[src/rtl/i2s_tx_serializer.sv]
// i2s_tx_serializer
//   Stereo I2S master transmitter. Generates BCLK/LRCLK from clk and
//   serializes a left/right sample pair MSB-first in Philips I2S framing.
//   A one-frame holding register decouples the filter's sample timing
//   from the serial frame. Underrun and overrun are flagged with pulses.
//
// Ports
//   clk           in   system clock (sole clock)
//   reset         in   synchronous, active-high reset
//   sample_l      in   left sample, SAMPLE_W bits, two's complement
//   sample_r      in   right sample, SAMPLE_W bits, two's complement
//   sample_valid  in   one-cycle strobe, writes the pair to the holding register
//   bclk          out  bit clock, period 2*CLK_DIV clk
//   lrclk         out  word select, 0 = left, 1 = right
//   sdata         out  serial data, updated on BCLK falling events
//   frame_start   out  one-cycle pulse when a frame is loaded
//   underrun      out  one-cycle pulse: frame loaded with no new pair (replay)
//   overrun       out  one-cycle pulse: pair written over an unsent pair
module i2s_tx_serializer #(
    parameter int CLK_DIV  = 4,
    parameter int SAMPLE_W = 16,
    parameter int SLOT_W   = 32
) (
    input  logic                clk,
    input  logic                reset,
    input  logic [SAMPLE_W-1:0] sample_l,
    input  logic [SAMPLE_W-1:0] sample_r,
    input  logic                sample_valid,
    output logic                bclk,
    output logic                lrclk,
    output logic                sdata,
    output logic                frame_start,
    output logic                underrun,
    output logic                overrun
);

    localparam int DW = (CLK_DIV > 1) ? $clog2(CLK_DIV) : 1;
    localparam int BW = $clog2(SLOT_W);

    localparam logic [DW-1:0] DIV_LAST  = DW'(CLK_DIV - 1);
    localparam logic [BW-1:0] BIT_LAST  = BW'(SLOT_W - 1);
    localparam logic [BW-1:0] BIT_START = BW'(SLOT_W - 2);
    localparam logic [BW-1:0] DATA_BITS = BW'(SAMPLE_W);

    typedef enum logic {
        S_IDLE,
        S_RUN
    } state_t;

    state_t              r_state;
    state_t              w_state_next;
    logic                w_cnt_en;

    logic [DW-1:0]       r_div;
    logic [BW-1:0]       r_bit;
    logic                r_bclk;
    logic                r_lrclk;
    logic                r_sdata;
    logic [SAMPLE_W-1:0] r_hold_l;
    logic [SAMPLE_W-1:0] r_hold_r;
    logic                r_hold_full;
    logic [SAMPLE_W-1:0] r_sh_l;
    logic [SAMPLE_W-1:0] r_sh_r;
    logic                r_frame_start;
    logic                r_underrun;
    logic                r_overrun;

    logic                w_div_wrap;
    logic                w_fall;
    logic [BW-1:0]       w_bit_next;
    logic                w_slot_end;
    logic                w_load;
    logic                w_data_bit;

    // IDLE is the first cycle after reset release. Counting already runs
    // there so the BCLK phase is referenced directly to reset release.
    always_comb begin
        w_state_next = r_state;
        w_cnt_en     = 1'b0;
        case (r_state)
            S_IDLE: begin
                w_state_next = S_RUN;
                w_cnt_en     = 1'b1;
            end
            S_RUN: begin
                w_state_next = S_RUN;
                w_cnt_en     = 1'b1;
            end
            default: w_state_next = S_IDLE;
        endcase
    end

    assign w_div_wrap = w_cnt_en && (r_div == DIV_LAST);
    assign w_fall     = w_div_wrap && r_bclk;
    assign w_bit_next = (r_bit == BIT_LAST) ? '0 : r_bit + 1'b1;
    assign w_slot_end = (w_bit_next == BIT_LAST);
    // Frame boundary: the falling event on which LRCLK returns to left.
    assign w_load     = w_fall && w_slot_end && r_lrclk;
    assign w_data_bit = (w_bit_next < DATA_BITS);

    always_ff @(posedge clk) begin
        if (reset) begin
            r_state       <= S_IDLE;
            r_div         <= '0;
            r_bit         <= BIT_START;
            r_bclk        <= 1'b0;
            r_lrclk       <= 1'b1;
            r_sdata       <= 1'b0;
            r_hold_l      <= '0;
            r_hold_r      <= '0;
            r_hold_full   <= 1'b0;
            r_sh_l        <= '0;
            r_sh_r        <= '0;
            r_frame_start <= 1'b0;
            r_underrun    <= 1'b0;
            r_overrun     <= 1'b0;
        end else begin
            r_state       <= w_state_next;
            r_frame_start <= 1'b0;
            r_underrun    <= 1'b0;
            r_overrun     <= 1'b0;

            if (w_cnt_en) begin
                r_div <= w_div_wrap ? '0 : r_div + 1'b1;
            end
            if (w_div_wrap) begin
                r_bclk <= ~r_bclk;
            end

            if (w_fall) begin
                r_bit   <= w_bit_next;
                r_sdata <= 1'b0;
                if (w_slot_end) begin
                    r_lrclk <= ~r_lrclk;
                end
                // Data bits never coincide with an LRCLK toggle, so the
                // current LRCLK selects the channel. The shift registers
                // are left-shifted so the active bit is always the MSB.
                if (w_data_bit) begin
                    if (!r_lrclk) begin
                        r_sdata <= r_sh_l[SAMPLE_W-1];
                        r_sh_l  <= r_sh_l << 1;
                    end else begin
                        r_sdata <= r_sh_r[SAMPLE_W-1];
                        r_sh_r  <= r_sh_r << 1;
                    end
                end
            end

            // Holding contents survive a load, so an underrun replays the
            // last pair simply by reloading them.
            if (w_load) begin
                r_sh_l        <= r_hold_l;
                r_sh_r        <= r_hold_r;
                r_frame_start <= 1'b1;
                r_underrun    <= ~r_hold_full;
                r_hold_full   <= 1'b0;
            end

            // Placed after the load so a coincident write keeps the
            // register full; the load above still sees the old pair.
            if (sample_valid) begin
                r_hold_l    <= sample_l;
                r_hold_r    <= sample_r;
                r_hold_full <= 1'b1;
                r_overrun   <= r_hold_full && !w_load;
            end
        end
    end

    assign bclk        = r_bclk;
    assign lrclk       = r_lrclk;
    assign sdata       = r_sdata;
    assign frame_start = r_frame_start;
    assign underrun    = r_underrun;
    assign overrun     = r_overrun;

endmodule

[config.mk]
export PLATFORM = sky130hd
export DESIGN_NAME = i2s_tx_serializer
export DESIGN_NICKNAME = d
export VERILOG_FILES = /design/src/rtl/i2s_tx_serializer.sv
export SDC_FILE = /design/constraint.sdc
export NUM_CORES = 1
export LEC_CHECK = 0
export CAP_MARGIN = 20
export CORE_MARGIN = 1.5
export CORE_UTILIZATION = 45
export DETAILED_ROUTE_END_ITERATION = 8
export PLACE_DENSITY_LB_ADDON = 0.12
export SYNTH_ARGS = -nofsm -noshare
export SYNTH_HDL_FRONTEND = slang
export SYNTH_SLANG_ARGS = --single-unit
[constraint.sdc]
create_clock -name clk -period 3.1 [get_ports clk]
set_input_delay 0.62 -clock clk [delete_from_list [all_inputs] [get_ports clk]]
set_output_delay 0.62 -clock clk [all_outputs]
set_load 0.005 [all_outputs]
# [Word-level counts from Yosys, hierarchy flattened]
# Index checks and enable logic that the tools add are counted.
[totals] regBits=78 output_inout_bits=6 wordCells=54 input_bits=35
[classes] order_cmp=1 bitwise_logic=5 eq_ne=4 mux=14 addsub=2 reduce_logical=15
[ops] operator="two-way mux 16 bit" count=8
[ops] operator="equality test 5 bit (second input constant)" count=2
[ops] operator="nonzero test 2 bit" count=4
[ops] operator="AND reduction 3 bit" count=2
[ops] operator="OR reduction 2 bit" count=3
[ops] operator="adder 5 x 1 -> 5 bit (second input constant)" count=1
[ops] operator="less-than comparator 5 bit (second input constant)" count=1
[ops] operator="two-way mux 1 bit" count=5
[ops] operator="two-way mux 5 bit" count=1
[ops] operator="NOT 1 bit" count=5
[ops] operator="logical AND 1 bit" count=4
[ops] operator="adder 2 x 1 -> 2 bit (second input constant)" count=1
[ops] operator="equality test 2 bit (second input constant)" count=1
[ops] operator="inequality test 2 x 1 -> 1 bit (second input constant)" count=1
[ops] operator="AND reduction 2 bit" count=1
[ops] operator="zero test 1 bit" count=1

# [Depth between registers and ports, before layout]
# Gate-level depths: netlist (run 1).
[depth] depth_word=7 mapped_depth=9 depth_no_buf=7

# [Worst setup path before layout (run 1)]
# OpenSTA, ideal clock, no wires.
[synth_timing] path_type="register to register" start="register r_bit[0]" end="register r_sh_r[10]" synth_period_minus_slack_ns=2.181 slack_ns=0.919 arrival_ns=2.059 path_stages_with_launch=10 setup_time_ns=0.123 required_ns=2.977 path_buffers=2 cell_sequence="dfxtp_1 -> ha_1 -> and3_2 -> ha_1 -> and3_2 -> and4_1 -> buf_6 -> buf_12 -> a22oi_1 -> a21oi_1"
[synth_between] elab_chain_cells=7 elab_cells_between_ends=12 cone_classes="add/sub (1); order compare (1); eq/ne (2); mux (2); reduce/logical (6)"
[synth_rtl] item="from (decl)" line="55" text="logic [BW-1:0] r_bit;"
[synth_rtl] item="from (signal assigned)" line="131" text="r_bit <= w_bit_next;"
[synth_rtl] item="adder 5 x 1 -> 5 bit or equality test 5 bit (tied branches)" line="95" text="assign w_bit_next = (r_bit == BIT_LAST) ? '0 : r_bit + 1'b1;"
[synth_rtl] item="two-way mux 5 bit (*)" line="95"
[synth_rtl] item="named net w_bit_next[4]" line="70" text="logic [BW-1:0] w_bit_next;"
[synth_rtl] item="parallel branches: the longest is 5 deep, another holds less-than comparator 5 bit"
[synth_rtl] item="to (signal assigned)" line="145" text="r_sh_r <= r_sh_r << 1;"
[synth_rtl] item="to (signal assigned)" line="154" text="r_sh_r <= r_hold_r;"
[synth_rtl] item="to (decl)" line="63" text="logic [SAMPLE_W-1:0] r_sh_r;"
# Mark *: on every way through the listed nets, which the timed path passes.
# A chain may end at the register's enable or synchronous reset.

# [Worst setup path after layout (run 1)]
[layout_timing] start="register r_bit[0]" end="register r_sh_r[5]"
# Same word-level chain as after synthesis.

==> reports/summary.txt, run 1 <==
outcome - completed
DRC - 0
clk slew on worst S/H paths - 0.07 ns
pwr dens - 544 nW/um^2
EDFF count, synth - 0
Final Critical Period - 2.55 ns
relative slew slack - 0.528
TNS Setup - 0 ns
synthesized flop and latch total - 78
Reg area - 1560 um^2
Max Root-Sink Buffers - 2
top cells by count, synth - 78 x dfxtp_1, 60 x nor2_1, 48 x mux2i_1
max-slew violation count - 0
leading area contributor after synthesis - dfxtp_1
drt initial violations - 87
Mapped Nets - 346
top-count cell post-synth - dfxtp_1
root buf cell - clkbuf_8
Cells after DPL - 424
Leak - 1.48 nW
GRT Util Overall - 0.166
Critical Path RT - 3.36 ns
footprint of the multi-input gates - 1400 um^2
Die Y - 86.7 um
RSZ-0062 raised after global routing - false
CTS Buf Count - 9
filler cell count in the final layout - 641
Period Utilization, post-route - 0.821
Crit. End Element - flop
sequential share of the synthesized area - 0.495
post-route ant nets - 0
vias in the first global route - 2168
final hold violations - 0
IO Count - 41
Core Util, Final - 0.555
# rows - 30
die width - 86.7 um
peak supply drop - 295 uV
Setup violations, final - 0
initial core utilization - 0.464
clk_lat worst skew - 0.34 ns
top cells by area, synth - dfxtp_1 50%, mux2i_1 15%, nor2_1 7.1%
Synth cell types - 37
# Post-CTS Setup Buffers - 0
drt first pass iters - 5
TritonCTS clock tree - built
syn avg cell area - 10.3 um^2
f_max - 393 MHz
Worst Path Arrival - 2.81 ns
Routed WL - 5630 um
first-pass GRT wire length - 9720 um
CTS Hold Bufs - 0
Nets - 379
ys async rst share - 0
global route total overflow - 0
Worst Clk Skew - 0.00798 ns
Synth Instances - 307
Die ar. - 7520 um^2
synthesized area - 3150 um^2
area added between synthesis and finish - 19.4%
CTS resizes - 0
Yosys warning count - 0
CORE AREA - 6790 um^2
startpoint types - flop
DPL Wire Length - 3600 um
number of clock sinks - 78
initial antenna violation count - 0
crit path kind - reg2reg
I/O Buffers - 40
share of cells above drive strength 1 - 0.0870
drt wl/cell - 12.8 um
htree depth - 3
routability congestion estimate - 0.699
vias per cell - 5.16
CP Max Fanout - 19
max-capacitance violation count - 0
Yosys top cell area share - 0.495
non-filler cells, final - 441
top_reg_cell synth - dfxtp_1
n_diodes - 0
worst hold path type - reg2reg
largest net degree at the start of global routing - 43
via count - 2275
worst slew pin tran - 0.708 ns
## power breakdown
part | internal [W] | switching [W]
Clock | 0.000519 | 0.000340
Sequential | 0.00103 | 0.0000188
Combinational | 0.0000772 | 0.0000584
## layout by cell type (no fill, tap or decap), types with 5 or more instances in the layout
cell type	count
clkdlybuf4s50_1	38
mux2i_1	48
a21oi_1	16
dfxtp_1	78
a22o_1	5
a211oi_1	15
a22oi_1	10
nor2_1	60
buf_4	5
clkbuf_8	12
a221oi_1	5
nor3_1	5
o21ai_0	11
## layout make-up
class | count | area share
Clock buffer | 13 | 0.0448
Multi-Input combinational cell | 204 | 0.372
Sequential cell | 78 | 0.414
Timing Repair Buffer | 46 | 0.119
Tap cell | 96 | 0.0319
Inverter | 1 | 0.000996
Clock inverter | 3 | 0.0173
## logic make-up (layout without fill, tap and decap cells)
logic type      after synthesis  after routing  share of synthesized area
flops                        78             78                      0.495
compound gates               70             70                      0.152
xor+xnor                      3              3                     0.0107
buf+inv                      25             63                     0.0611
fa+ha+maj                     4              4                     0.0159
simple gates                 79             79                      0.113
mux                          48             48                      0.152
## flip-flops by register name, indices dropped and copies added (netlist names)
signal and flops:
r_hold_full 1, lrclk 1, r_bit 5, r_hold_l 16, underrun 1, r_sh_r 16, r_sh_l 16, r_div 2
bclk 1, frame_start 1, sdata 1, r_hold_r 16, overrun 1
## routing by layer
layer  vias to the layer above  global-route usage  wire, um
met5                         -                   0         0
met4                         0              0.0850        93
met3                         7              0.0333       232
met2                        47               0.259      2500
met1                      1057               0.217      2810
li1                       1164                   -         -
## per-stage QoR
step	setup slack (ns)	power, W	area [um^2]	hold slack (ns)
6_report	0.554	0.00205	3770	0.433
5_1_grt	0.384	0.00213	3770	0.452
4_1_cts	0.534	0.00208	3760	0.435
3_5_place_dp	0.542	0.00121	3530	0.418
3_3_place_gp	0.604	0.00121	3530	0.414
2_1_floorplan	0.919	0.00115	3150	0.404
## critical path: stages, from the launching register on
cell	delay, ns
dfxtp_1	0.35
ha_1	0.25
and3_2	0.23
ha_1	0.37
and3_2	0.25
and4_1	0.67
a22oi_1	0.19
a21oi_1	0.15
## worst paths after layout
kind | start | end | slack (ns) | cells after the start
setup / recovery | r_bit[0] | r_sh_r[5] | 0.55 | 7
hold / removal | r_div[0] | r_div[0] | 0.43 | 1
setup reg to reg | r_bit[0] | r_sh_r[5] | 0.55 | 7
hold reg to reg | r_div[0] | r_div[0] | 0.43 | 1
Power figures use the tool's default switching activity.
==> inputs of run 2 (changes only) <==
==> constraint.sdc (replaced) <==
create_clock -name clk -period 2.4 [get_ports clk]
set_input_delay 0.48 -clock clk [delete_from_list [all_inputs] [get_ports clk]]
set_output_delay 0.48 -clock clk [all_outputs]
set_load 0.005 [all_outputs]
==> run 2 against run 1 <==
  * Maximum frequency increased by 14%
  * Non-clock buffer count increased by 2
  * First-iteration DRC count increased by 16%
  * Register-to-register slack got worse by 0.38 ns
  * Global-route usage decreased by 0.060 points
  * Clock skew increased by 0.0041 ns
  * Die area unchanged
  * Worst setup slack got worse by 0.38 ns
  * Core utilization increased by 0.42 points
  * Cell area increased by 0.76%
  * Combinational power increased by 32%
  * Routed wire length increased by 0.20%
  * Critical endpoint is now r_sh_r[15]
==> reports/summary.txt, run 2 (synthesis gave the netlist of run 1 again) <==
DRT met1 WL - 2840 um (+1.2%)
vias per cell - 5.18 (+0.38%)
DRC - 0 (unchanged)
crit path kind - reg2reg
Die ar. - 7520 um^2 (unchanged)
via count - 2294 (+0.84%)
Comb pwr share - 0.071 (+0.005)
Worst Clk Skew - 0.0121 ns (+0.00410 ns)
htree depth - 3 (unchanged)
final worst setup slack - 0.174 ns (-0.380 ns)
CP Max Fanout - 19 (unchanged)
f_max - 449 MHz (+14%)
GRT Util Overall - 0.165 (-0.000604)
Worst Path Arrival - 2.45 ns (-0.36 ns)
I/O Buffers - 40 (unchanged)
Max Root-Sink Buffers - 2 (unchanged)
Worst path top cell family by delay - simple AND/OR/NAND/NOR gates
CORE AREA - 6790 um^2 (unchanged)
worst hold path type - reg2reg
Design Area, Final - 3800 um^2 (+0.76%)
pwr dens - 666 nW/um^2 (+23%)
Routed WL - 5640 um (+0.20%)
Critical Path RT - 2.62 ns (-0.74 ns)
number of clock sinks - 78 (unchanged)
IO Count - 41 (unchanged)
Place WS - -0.0773 ns (-0.619 ns)
Setup violations, final - 0 (unchanged)
first-pass GRT wire length - 9740 um (+0.28%)
most frequent cells in the layout - 78 x dfxtp_1, 60 x nor2_1, 48 x mux2i_1
die width - 86.7 um (unchanged)
final hold violations - 0 (unchanged)
largest net degree at the start of global routing - 79 (+84%)
DPL Wire Length - 3460 um (-3.9%)
clock power share - 0.391 (-0.028)
share of power burned in registers - 0.538 (+0.024)
outcome - completed
clk slew on worst S/H paths - 0.08 ns (about the same)
CTS Buf Count - 9 (unchanged)
reg-to-reg slack, setup - 0.17 ns (-0.38 ns)
worst reg2reg path endpoint - r_sh_r[15]
worst slew pin tran - 0.627 ns (-0.0809 ns)
# Post-CTS Setup Buffers - 0 (unchanged)
Nets - 381 (+0.53%)
hold depth - 1 (unchanged)
CP bufs+invs - 1 (+1)
n_diodes - 0 (unchanged)
Hold EP - r_div[0]
global route total overflow - 0 (unchanged)
share of cells above drive strength 1 - 0.0980 (+0.0110)
Sw Share - 0.228 (+0.0242)
drt first pass iters - 4 (-1)
internal power - 0.00195 W (+20%)
peak supply drop - 371 uV (+26%)
initial core utilization - 0.464 (unchanged)
area added between synthesis and finish - 20.3%
slowest cell on the critical path - dfxtp_1
crit-path cells - ha_1 > and3_2 > ha_1 > and3_2 > and4_1 > buf_12 > a221oi_1 > nor2_1
clk_lat worst skew - 0.34 ns (about the same)
Net Sw Power - 0.000577 W (+38%)
drt wl/cell - 12.7 um (-0.26%)
Final Critical Period - 2.23 ns (-0.320 ns)
relative slew slack - 0.580 (+0.0515)
RSZ-0062 raised after global routing - false
hold_sp - r_div[0]
# rows - 30 (unchanged)
Met3 Routed Length - 195 um (-16%)
max-capacitance violation count - 0 (unchanged)
vias in the first global route - 2104 (-3.0%)
WL met2 - 2540 um (+1.5%)
Reg area - 1560 um^2 (unchanged)
initial antenna violation count - 0 (unchanged)
CTS Hold Bufs - 0 (unchanged)
Top Metal Used - met4
TritonCTS clock tree - built
Die Y - 86.7 um (unchanged)
Period Utilization, post-route - 0.928 (+0.106)
startpoint types - flop
filler cell count in the final layout - 635 (-0.94%)
Cell Area, Placed - 3590 um^2 (+1.7%)
TNS Setup - 0 ns (unchanged)
CTS resizes - 1 (+1)
reg2reg start - r_bit[0]
cells on worst reg2reg path - 8 (+1)
routability congestion estimate - 0.779 (+11%)
post-route ant nets - 0 (unchanged)
hold_ws - 0.435 ns (+0.00269 ns)
max-slew violation count - 0 (unchanged)
drt initial violations - 101 (+16%)
Crit. End Element - flop
root buf cell - clkbuf_8
most common cell after layout, fill and taps aside - dfxtp_1
Leak - 1.48 nW (+0.10%)
Largest stage delay, worst path - 0.35 ns (-0.32 ns)
footprint of the multi-input gates - 1400 um^2 (+0.27%)
-- run 2: how the worst max path moves through the flow --
stage	slack, ns	endpoint	cells past startpoint	start
2_1_floorplan	0.22	r_sh_r[10]	9	r_bit[0]
3_3_place_gp	-0.03	r_sh_r[12]	6	r_bit[0]
3_5_place_dp	-0.08	r_sh_r[1]	7	r_bit[0]
4_1_cts	0.18	r_sh_r[15]	8	r_bit[0]
5_1_grt	0.03	r_sh_r[15]	8	r_bit[0]
6_report	0.17	r_sh_r[15]	8	r_bit[0]
-- run 2: routing by layer --
metal  vias to the layer above  GRT usage
met1                      1069      0.221
li1                       1178          -
met4                         0     0.0528
met3                         9     0.0514
met2                        38      0.254
met5                         -          0
-- run 2: worst register-to-register path, cell delays in order (launching register included) --
cell	delay, ns
dfxtp_1	0.35
ha_1	0.25
and3_2	0.23
ha_1	0.29
and3_2	0.25
and4_1	0.23
buf_12	0.16
a221oi_1	0.29
nor2_1	0.06
-- run 2: stage by stage --
stage	util	total power [W]	instances
final	0.559	0.00253	443
after global routing	0.559	0.00264	443
after CTS	0.559	0.00257	443
after detailed placement	0.528	0.00157	427
after global placement	0.528	0.00157	427
after floorplan	-	0.00149	307
-- run 2: power groups by stage --
stage,clock network (W),logic (W),registers [W]
2_1_floorplan,0,0.000107,0.00138
3_3_place_gp,0,0.000178,0.00139
3_5_place_dp,0,0.000181,0.00139
4_1_cts,0.00103,0.000182,0.00136
5_1_grt,0.00107,0.000200,0.00137
6_report,0.000989,0.000179,0.00136
-- run 2: final cells by class --
type	instances	area share
flip-flops and latches	78	0.411
clock buffers	10	0.0363
multi-input cells	204	0.370
clock inverters	6	0.0181
repair buffers	48	0.132
inverters	1	0.000989
well taps	96	0.0316
==> inputs of run 3 (changes only) <==
==> constraint.sdc (replaced) <==
create_clock -name clk -period 2.1 [get_ports clk]
set_input_delay 0.42 -clock clk [delete_from_list [all_inputs] [get_ports clk]]
set_output_delay 0.42 -clock clk [all_outputs]
set_load 0.005 [all_outputs]
==> run 3 against run 2 <==
  * Power increased by 19%
  * Register-to-register slack worse by 0.13 ns
  * Cell count up 1.1%
  * Maximum frequency increased by 8.5%
  * Clock skew shrank 0.0044 ns
  * Sequential share of layout area is 1.1 points lower
  * Die area unchanged
  * Clock-buffer cell count is 2 higher
  * Hold slack gained 0.0033 ns
  * Flip-flop and latch count stayed put
  * Critical path type unchanged
  * Largest cell class unchanged
==> reports/summary.txt, run 3 (synthesis gave the netlist of run 1 again) <==
outcome - completed
I/O Buffers - 40 (unchanged)
TritonCTS clock tree - built
drt initial violations - 80 (-21%)
Top Metal Used - met4
Die Y - 86.7 um (unchanged)
die width - 86.7 um (unchanged)
drt wl/cell - 13.5 um (+5.8%)
relative slew slack - 0.558 (-0.0212)
Worst path top cell family by delay - simple AND/OR/NAND/NOR gates
internal power - 0.00235 W (+20%)
Setup violations, final - 0 (unchanged)
number of cells on the critical path - 8 (unchanged)
crit path kind - reg2reg
Max Root-Sink Buffers - 2 (unchanged)
max-capacitance violation count - 0 (unchanged)
CP Max Fanout - 19 (unchanged)
DPL Wire Length - 3570 um (+3.1%)
first-pass GRT wire length - 10300 um (+5.9%)
Final Critical Period - 2.05 ns (-0.174 ns)
area added between synthesis and finish - 23.7%
Core Util, Final - 0.574 (+0.0157)
share of cells above drive strength 1 - 0.122 (+0.0242)
number of clock sinks - 78 (unchanged)
Worst Path Arrival - 2.33 ns (-0.12 ns)
root buf cell - clkbuf_8
Nets - 386 (+1.3%)
startpoint types - flop
clk slew on worst S/H paths - 0.08 ns (about the same)
via count - 2339 (+2.0%)
# Post-CTS Setup Buffers - 0 (unchanged)
Pwr Total - 0.00300 W (+19%)
DRT met1 WL - 3060 um (+7.5%)
pwr dens - 769 nW/um^2 (+15%)
initial antenna violation count - 0 (unchanged)
Comb pwr share - 0.071 (about the same)
Design Area, Final - 3900 um^2 (+2.8%)
crit-path cells - ha_1 > and3_2 > ha_4 > and3_4 > and4_4 > buf_12 > a22oi_1 > a21oi_1
post-route ant nets - 0 (unchanged)
Die ar. - 7520 um^2 (unchanged)
vias in the first global route - 2145 (+1.9%)
largest net degree at the start of global routing - 79 (unchanged)
slowest cell on the critical path - dfxtp_1
Largest stage delay, worst path - 0.32 ns (-0.03 ns)
hold_sp - r_div[0]
cells on worst reg2reg path - 8 (unchanged)
f_max - 487 MHz (+8.5%)
share of power burned in registers - 0.519 (-0.019)
worst slew pin tran - 0.662 ns (+0.0347 ns)
Cell Area, Placed - 3640 um^2 (+1.4%)
Crit. End Element - flop
reg2reg start - r_bit[0]
clk_lat worst skew - 0.35 ns (about the same)
global route total overflow - 0 (unchanged)
htree depth - 3 (unchanged)
CORE AREA - 6790 um^2 (unchanged)
Net Sw Power - 0.000651 W (+13%)
Hold EP - r_div[0]
WL met2 - 2670 um (+5.1%)
clock power share - 0.410 (+0.019)
initial core utilization - 0.464 (unchanged)
routability congestion estimate - 0.743 (-4.6%)
Routed WL - 6040 um (+6.9%)
vias per cell - 5.22 (+0.82%)
worst reg2reg path endpoint - r_sh_r[13]
Met3 Routed Length - 219 um (+12%)
filler cell count in the final layout - 626 (-1.4%)
max-slew violation count - 0 (unchanged)
# rows - 30 (unchanged)
IO Count - 41 (unchanged)
GRT Util Overall - 0.176 (+0.0109)
Period Utilization, post-route - 0.977 (+0.0498)
CTS Buf Count - 9 (unchanged)
peak supply drop - 402 uV (+8.5%)
Leak - 1.54 nW (+3.5%)
most frequent cells in the layout - 78 x dfxtp_1, 59 x nor2_1, 48 x mux2i_1
worst hold path type - reg2reg
most common cell after layout, fill and taps aside - dfxtp_1
CP bufs+invs - 1 (unchanged)
reg-to-reg slack, setup - 0.05 ns (-0.13 ns)
Sw Share - 0.217 (-0.0108)
CTS Hold Bufs - 0 (unchanged)
final hold violations - 0 (unchanged)
n_diodes - 0 (unchanged)
Worst Clk Skew - 0.00768 ns (-0.00441 ns)
hold depth - 1 (unchanged)
RSZ-0062 raised after global routing - false
DRC - 0 (unchanged)
Critical Path RT - 2.38 ns (-0.24 ns)
drt first pass iters - 4 (unchanged)
run 3: cell count changes in the layout (fill, tap and decap cells not counted), sizes merged:
cell	change
clkbuf	+2
buf	+5
clkinv	-1
bufinv	+1
clkinvlp	-1
inv	-1
run 3: power groups by stage:
| stage | Combinational, W | Sequential [W] | Clock, W |
|---|---|---|---|
| after detailed placement | 0.000211 | 0.00159 | 0 |
| after global routing | 0.000234 | 0.00156 | 0.00132 |
| after global placement | 0.000208 | 0.00159 | 0 |
| final | 0.000212 | 0.00156 | 0.00123 |
| after floorplan | 0.000123 | 0.00158 | 0 |
| after CTS | 0.000213 | 0.00156 | 0.00126 |
run 3: worst reg2reg max path: stages (launching register included):
cell and delay [ns]:
dfxtp_1 0.32, ha_1 0.21, and3_2 0.24, ha_4 0.30
and3_4 0.22, and4_4 0.24, buf_12 0.16, a22oi_1 0.12
a21oi_1 0.18
run 3: area by class of cell:
class	instances	area, um^2	share of cell area
Sequential cell	78	1560	0.400
Multi-Input combinational cell	204	1460	0.375
Timing Repair Buffer	53	538	0.138
Clock buffer	12	145	0.0372
Tap cell	96	120	0.0308
Clock inverter	4	70.1	0.0180
Inverter	1	3.75	0.000962
run 3: metal layers:
metal  global-route usage  vias up
met5                    0        -
met4               0.0880        0
met3               0.0400        7
met2                0.260       44
met1                0.241     1107
li1                     -     1181
run 3: worst max-delay path by stage:
| stage | from | endpoint | slack, ns |
|---|---|---|---|
| after floorplan | r_bit[0] | r_sh_r[10] | 0.03 |
| after global placement | r_bit[0] | r_sh_r[8] | -0.02 |
| after detailed placement | r_bit[0] | r_sh_r[13] | -0.11 |
| after CTS | r_bit[0] | r_sh_r[2] | 0.002 |
| after global routing | r_bit[0] | r_sh_r[13] | 0.006 |
| final | r_bit[0] | r_sh_r[13] | 0.05 |
run 3: timing repair:
| item | 4_1_cts | 5_1_grt |
|---|---|---|
| resized for setup | 4 | 5 |
| setup endpoints to repair | 15 | 12 |
| hold endpoints to repair | 0 | 0 |
run 3: stage by stage:
stage	TNS, ns	instances	hold slack, ns	setup slack (ns)
after floorplan	0	307	0.404	0.0282
after global placement	-0.0502	432	0.416	-0.0230
after detailed placement	-0.958	432	0.433	-0.114
after CTS	0	448	0.443	0.00176
after global routing	0	448	0.472	0.00553
final	0	448	0.439	0.0475
